File: src/rtl/dm_port_arbiter.sv
// Data-memory port arbiter: shares the single MMU data port between the
// CPU load/store unit (m0) and the debug/DMA loader (m1).
module dm_port_arbiter #(
    parameter int MAX_WAIT  = 4,
    parameter int MAX_BURST = 8
) (
    input  logic        clk,
    input  logic        resetb,
    input  logic        m0_req,
    input  logic        m0_we,
    input  logic [31:0] m0_addr,
    input  logic [31:0] m0_wdata,
    input  logic [3:0]  m0_be,
    input  logic        m0_signed,
    output logic        m0_gnt,
    output logic        m0_rvalid,
    output logic [31:0] m0_rdata,
    input  logic        m1_req,
    input  logic        m1_we,
    input  logic [31:0] m1_addr,
    input  logic [31:0] m1_wdata,
    input  logic [3:0]  m1_be,
    input  logic        m1_signed,
    input  logic        m1_lock,
    output logic        m1_gnt,
    output logic        m1_rvalid,
    output logic [31:0] m1_rdata,
    output logic [31:0] dm_addr,
    output logic [31:0] dm_di,
    output logic        dm_we,
    output logic [3:0]  dm_be,
    output logic        is_signed,
    input  logic [31:0] dm_do
);

    localparam int WW = (MAX_WAIT > 0) ? $clog2(MAX_WAIT + 1) : 1;
    localparam int BW = (MAX_BURST > 0) ? $clog2(MAX_BURST + 1) : 1;

    localparam logic [WW-1:0] WAIT_MAX  = WW'(MAX_WAIT);
    localparam logic [BW-1:0] BURST_MAX = BW'(MAX_BURST);
    localparam logic [BW:0]   BURST_LIM = (BW + 1)'(MAX_BURST);

    logic [WW-1:0] wait_cnt;
    logic [BW-1:0] burst_cnt;
    logic [BW:0]   burst_inc;
    logic          lock_active;
    logic          last_src;
    logic          unused_last_src;

    // last_src is a debug tap only; nothing downstream consumes it
    assign unused_last_src = last_src;

    assign burst_inc = {1'b0, burst_cnt} + (BW + 1)'(1);

    // Fixed-priority grant: lock, starvation force, m0, then m1
    always_comb begin
        m0_gnt = 1'b0;
        m1_gnt = 1'b0;
        if (resetb) begin
            if (lock_active && m1_req) begin
                m1_gnt = 1'b1;
            end else if (m1_req && (wait_cnt == WAIT_MAX)) begin
                m1_gnt = 1'b1;
            end else if (m0_req) begin
                m0_gnt = 1'b1;
            end else if (m1_req) begin
                m1_gnt = 1'b1;
            end
        end
    end

    // Steer the granted requester onto the MMU port; strobes low when idle
    always_comb begin
        dm_addr   = m1_gnt ? m1_addr   : m0_addr;
        dm_di     = m1_gnt ? m1_wdata  : m0_wdata;
        is_signed = m1_gnt ? m1_signed : m0_signed;
        dm_we     = (m0_gnt & m0_we) | (m1_gnt & m1_we);
        dm_be     = ({4{m0_gnt}} & m0_be) | ({4{m1_gnt}} & m1_be);
    end

    assign m0_rdata = dm_do;
    assign m1_rdata = dm_do;

    // Starvation/burst counters, lock state and read-response tracking
    always_ff @(posedge clk) begin
        if (!resetb) begin
            wait_cnt    <= '0;
            burst_cnt   <= '0;
            lock_active <= 1'b0;
            last_src    <= 1'b0;
            m0_rvalid   <= 1'b0;
            m1_rvalid   <= 1'b0;
        end else begin
            if (!m1_req || m1_gnt) begin
                wait_cnt <= '0;
            end else if (wait_cnt != WAIT_MAX) begin
                wait_cnt <= wait_cnt + WW'(1);
            end

            if (m1_gnt && m1_lock) begin
                if (burst_cnt != BURST_MAX) begin
                    burst_cnt <= burst_cnt + BW'(1);
                end
            end else begin
                burst_cnt <= '0;
            end

            lock_active <= m1_gnt && m1_lock && (burst_inc < BURST_LIM);

            if (m0_gnt || m1_gnt) begin
                last_src <= m1_gnt;
            end

            m0_rvalid <= m0_gnt && !m0_we;
            m1_rvalid <= m1_gnt && !m1_we;
        end
    end

endmodule

File: config.mk
export PLATFORM = sky130hd
export DESIGN_NAME = dm_port_arbiter
export DESIGN_NICKNAME = d
export VERILOG_FILES = /design/src/rtl/dm_port_arbiter.sv
export SDC_FILE = /design/constraint.sdc
export NUM_CORES = 1
export LEC_CHECK = 0
export BUFFER_PORTS_ARGS = -buffer_cell sky130_fd_sc_hd__buf_2
export CAP_MARGIN = 20
export CORE_AREA = 2 2 123 125
export DETAILED_ROUTE_END_ITERATION = 8
export DIE_AREA = 0 0 125 127
export GPL_TIMING_DRIVEN = 0
export MAX_ROUTING_LAYER = met4
export PLACE_DENSITY_LB_ADDON = 0.3
export SLEW_MARGIN = 20
export SYNTH_ARGS = -nofsm -noshare
export SYNTH_HDL_FRONTEND = slang
export SYNTH_SLANG_ARGS = --single-unit
File: constraint.sdc
create_clock -name clk -period 1.7 [get_ports clk]
set_input_delay 0.34 -clock clk [delete_from_list [all_inputs] [get_ports clk]]
set_output_delay 0.34 -clock clk [all_outputs]
set_load 0.1 [all_outputs]
---- Word-level counts from Yosys, hierarchy flattened ----
Cells that the tools add are included.
cells by class
  $add $sub $neg .......................... 3
  order comparisons ....................... 1
  eq/ne operators ......................... 3
  muxes and demuxes ....................... 12
  bitwise logic cells ..................... 7
  reduce and logical (&&, ||, !) cells .... 12
operators by type and width
  operator               number
  $mux W32               2
  $mux W1                10
  $and A4 B4 Y4          2
  $logic_and A1 B1 Y1    6
  $add A4 B1 Y5 const B  1
  $lt A5 B4 Y1 const B   1
  $add A4 B1 Y4 const B  1
  $ne A4 B4 Y1 const B   1
  $or A4 B4 Y4           1
  $add A3 B1 Y3 const B  1
  $eq A3 B3 Y1 const B   1
  $logic_not A1 Y1       3
  $ne A3 B3 Y1 const B   1
  $and A1 B1 Y1          2
  $reduce_and A2 Y1      1
  $reduce_or A2 Y1       1
  $logic_or A1 B1 Y1     1
  $not A1 Y1             1
  $or A1 B1 Y1           1
word-level totals
  register bits after elaboration ......... 10
  output and inout bits ................... 138
  word-level logic and storage cells ...... 43

---- Depth between registers and ports, before layout ----
  depth in word-level cells ............... 7
  depth in mapped cells ................... 7

---- Least setup slack after synthesis ----
Ideal clock, no wire load.
  kind .................................... register to output
  start ................................... register wait_cnt[0]
  end ..................................... output port dm_be[0]
  data arrival time ....................... 2501 ps
  data required time ...................... 1360 ps
  setup slack ............................. -1141 ps
  stages on the path, launching flop included .. 6
  path buffers ............................ 0
  cell sequence ........................... dfxtp_1 -> inv_1 -> ha_1 -> a21oi_2 -> o211a_1 -> a22o_1
between the ends
  longest elaborated chain between the ends .. 7
  elaborated cells on any way between the ends .. 11
  those cells by class .................... 1 x eq/ne; 6 x mux; 3 x bitwise; 1 x reduce/logical
ends and longest elaborated chain
  element                 RTL line  text
  start, declared         43        logic [WW-1:0] wait_cnt;
  start signal, assigned  97        wait_cnt <= wait_cnt + WW'(1);
  $eq A3 B3 Y1            62        end else if (m1_req && (wait_cnt == WAIT_MAX)) begin
  $logic_and A1 B1 Y1     62
  $mux W1                 62
  $mux W1                 60        if (lock_active && m1_req) begin
  $mux W1                 59        if (resetb) begin
  via m0_gnt              15        output logic m0_gnt,
  $and A4 B4 Y4           78        dm_be = ({4{m0_gnt}} & m0_be) | ({4{m1_gnt}} & m1_be);
  $or A4 B4 Y4            78
  end, declared           31        output logic [3:0] dm_be,
The timed path passes the listed nets, and every way through them passes these cells.

---- Final worst setup path ----
  start ................................... register wait_cnt[0]
  end ..................................... output port dm_di[16]
between the ends
  longest elaborated chain between the ends .. 6
ends and longest elaborated chain
  element              RTL line  text
  $eq A3 B3 Y1         62
  $logic_and A1 B1 Y1  62
  $mux W1              62
  $mux W1              60
  $mux W1              59
  $mux W32             75        dm_di = m1_gnt ? m1_wdata : m0_wdata;
  end, declared        29        output logic [31:0] dm_di,
Every way passes these cells.

==> results.py <==
metrics = {
    "outcome": {
        "status": "complete, but fails checks",
        "violations": "negative setup slack",
    },
    "grt": {
        "grt_start_max_net_pins": 11,
        "antenna_found_initial": 0,
        "grt_pass1_vias": 2553,
        "grt.total_usage": 0.0950,
        "grt_pass1_wl_mm": 12.1,
        "gr-total-overflow": 0,
    },
    "synth": {
        "synth_top_area_cell": "mux2_2",
        "synthArstFlopShare": 0,
        "synth_cell_types": 27,
        "synthDominantCellAreaShare": 0.291,
        "syn_avg_cell_area_sq_um": 9.79,
        "synth_edf_count": 0,
        "ys_seq_area_frac": 0.108,
        "synth_seq_cells": 10,
        "netlist_instances": 190,
        "ys.flop_type": "dfxtp_1",
        "netlist_area_sq_um": 1860,
        "synth_fp_nets": 371,
        "synth_top_cells_by_area": "mux2_2 29%, buf_4 27%, mux2_4 15%",
        "yosys_warnings": 0,
    },
    "critical_path": {
        "critPathRequiredTime_ns": 1.36,
        "path_class": "reg -> out",
        "worst_ep_arrival_time_ns": 1.94,
        "rr_startpoint": "wait_cnt[0]$_SDFFE_PP0P_",
        "setup.worst_path.end": "dm_di[16]",
        "worst_r2r_path_depth": 9,
        "worstPathMaxFanout": 7,
        "regToRegEndpoint": "burst_cnt[3]$_SDFFE_PN0P_",
        "startpoint": "wait_cnt[0]$_SDFFE_PP0P_",
        "crit_top_cell": "buf_12",
        "endpoint_kind": "output port",
        "slowest_delay_ns": 0.33,
        "worst_setup_path_start_kind": "flop",
        "cp_cell_sequence": "inv_2 > ha_4 > a21oi_4 > a21oi_4 > buf_12 > buf_12 > clkbuf_16 > mux2_4 > buf_12",
        "crit_slowest_cell": "dfxtp_2",
        "rrSetupSlack_ns": 0.10,
    },
    "route": {
        "drt_iter0_markers": 29,
        "first_pass_iters": 4,
        "ant_nets": 0,
        "vias": 2455,
        "routed_via_density": 3.64,
        "wl_per_cell_um": 12.7,
        "routed_wl_mm": 8.58,
        "route.detailed.drc": 0,
    },
    "power_and_ir_drop": {
        "seqPwrFrac": 0.073,
        "p_sw_uw": 1930,
        "pwr-share-clk": 0.121,
        "leakagePower_uw": 0.00261,
        "combPwrFrac": 0.806,
        "powerDensity_nw_per_um2": 684,
        "p_int_uw": 1410,
        "switching_share": 0.578,
        "ir_worst_vdd_uv": 513,
    },
    "layout": {
        "layout.nets": 673,
        "final_layout_size_suffix_gt1_frac": 0.920,
        "final-instance-count-excl-fill": 674,
        "area.growth.synth_to_final_pct": 163,
        "antenna-diode-count": 0,
        "fin_util": 0.339,
    },
    "floorplan": {
        "die_h_um": 127,
        "die_width_um": 125,
        "core_region_area_sq_um": 14400,
        "initial_core_util": 0.129,
        "rows": 44,
        "io_pins": 315,
        "die-area_sq_um": 15900,
    },
    "timing": {
        "fin_ws_ns": -0.584,
        "grt_setup_unrepaired": "yes",
        "finalHoldViolations": 0,
        "min_period_ns": 2.28,
        "finalSetupViolations": 72,
        "max_freq_ghz": 0.438,
        "worstMarginPinSlew_ns": 0.505,
        "slew_viol_final": 0,
        "fin_crit_sh": 1.34,
        "slew_headroom": 0.666,
        "timing.clock.skew_ns": 0.00172,
    },
    "job": {
        "cap_viol_max_count": 0,
    },
    "clocking": {
        "clkTransAtPathRegs_ns": 0.04,
        "clk_path_buf_depth": 2,
        "cts.sinks": 10,
        "root_buffer": "clkbuf_16",
        "ctsHoldBuffers": 0,
        "cts_buffers": 3,
        "htree_num_levels": 1,
        "insertion_delay_ns": 0.23,
        "cts_tree": "built",
    },
    "placement": {
        "gp_congestion": 0.758,
        "dp.cells": 656,
        "dp_hpwl_mm": 6.74,
        "io_buffers": 282,
    },
    "hold_path": {
        "hold_class": "in -> reg",
    },
}
cell usage after synthesis, types with 2 or more instances:
cell type  instances
mux2_4            18
buf_4             68
nand2_1            4
and3_1             4
xnor2_1            2
nor2_1             3
nor2b_1            2
inv_1              5
dfxtp_1           10
nand3_1            2
mux2_2            48
a22o_1             5
ha_1               4
buf_6              2
per-layer routing:
layer	vias to the layer above	GRT usage	routed length [um]
li1	1190	-	-
met4	0	0.00980	29
met5	-	-	0
met3	4	0.0180	702
met1	1099	0.0938	2810
met2	162	0.197	5040
layout make-up:
cell class                      count  area, sq um
Fill cell                        1436         9530
Buffer                             72          627
Multi-Input combinational cell    103         1320
Tap cell                          184          230
Inverter                            5         18.8
Timing Repair Buffer              297         2420
Sequential cell                    10          203
Clock buffer                        3         75.1
sequential cells by signal, indices dropped and copies added, names as in the netlist:
register,cells
m0_rvalid,1
lock_active,1
burst_cnt,4
wait_cnt,3
m1_rvalid,1
placed cells by master (no fill, tap or decap), types with 3 or more instances in the layout:
cell type,count
buf_6,20
buf_4,72
buf_2,210
clkbuf_16,5
dfxtp_1,8
nand2_1,4
inv_1,3
and3_1,4
ha_1,3
a22o_4,5
nor2_1,3
buf_12,35
mux2_2,5
buf_8,28
mux2_4,61
how the worst min path moves through the flow:
stage	from	endpoint	slack, ns	depth (start not counted)
5_1_grt	m0_we	m0_rvalid$_SDFF_PN0_	0.29	2
6_report	m0_we	m0_rvalid$_SDFF_PN0_	0.29	2
3_5_place_dp	wait_cnt[0]$_SDFFE_PP0P_	wait_cnt[0]$_SDFFE_PP0P_	0.43	1
2_1_floorplan	wait_cnt[0]$_SDFFE_PP0P_	wait_cnt[0]$_SDFFE_PP0P_	0.41	1
4_1_cts	m0_we	m0_rvalid$_SDFF_PN0_	0.28	2
3_3_place_gp	wait_cnt[0]$_SDFFE_PP0P_	wait_cnt[0]$_SDFFE_PP0P_	0.42	1
power by group through the flow:
stage	registers, uW	clock network (uW)	logic, uW
3_3_place_gp	247	0	2290
6_report	243	404	2700
5_1_grt	243	428	2770
3_5_place_dp	247	0	2300
2_1_floorplan	259	0	1920
4_1_cts	243	416	2600
stage by stage:
| stage | worst slack (ns) | TNS (ns) | cell area (sq um) | power, uW | hold slack [ns] |
|---|---|---|---|---|---|
| floorplan | -0.160 | -7.34 | 2100 | 2180 | 0.406 |
| detailed placement | -0.640 | -39.67 | 3740 | 2550 | 0.426 |
| finish | -0.584 | -34.70 | 4890 | 3340 | 0.290 |
| global placement | -0.598 | -36.81 | 3740 | 2540 | 0.421 |
| CTS | -0.606 | -39.73 | 4590 | 3260 | 0.284 |
| global route | -0.631 | -38.77 | 4890 | 3440 | 0.285 |
logic make-up (layout without fill, tap and decap cells):
kind of cell | count (synthesis) | in the layout | synth area share
multiplexers | 67 | 67 | 0.441
flip-flops | 10 | 10 | 0.108
AND/OR/NAND/NOR | 20 | 20 | 0.0578
adder cells (fa/ha/maj) | 4 | 4 | 0.0269
XOR/XNOR | 3 | 3 | 0.0141
AO/OA/AOI/OAI | 9 | 9 | 0.0451
buffers and inverters | 77 | 377 | 0.307
worst max-delay path, delay by kind of cell (launching register included):
family | cells | cell delay, ns
mux | 1 | 0.31
fa+ha+maj | 1 | 0.16
flops | 1 | 0.33
compound gates | 2 | 0.25
buf+inv | 5 | 0.65
repair_timing:
item	CTS	global route
setup buffers	8	3
resized for setup	189	59
setup endpoints to repair	72	73
cloned	2	2
pin swaps	5	4
Note: power is estimated with default switching activity, not from simulation.
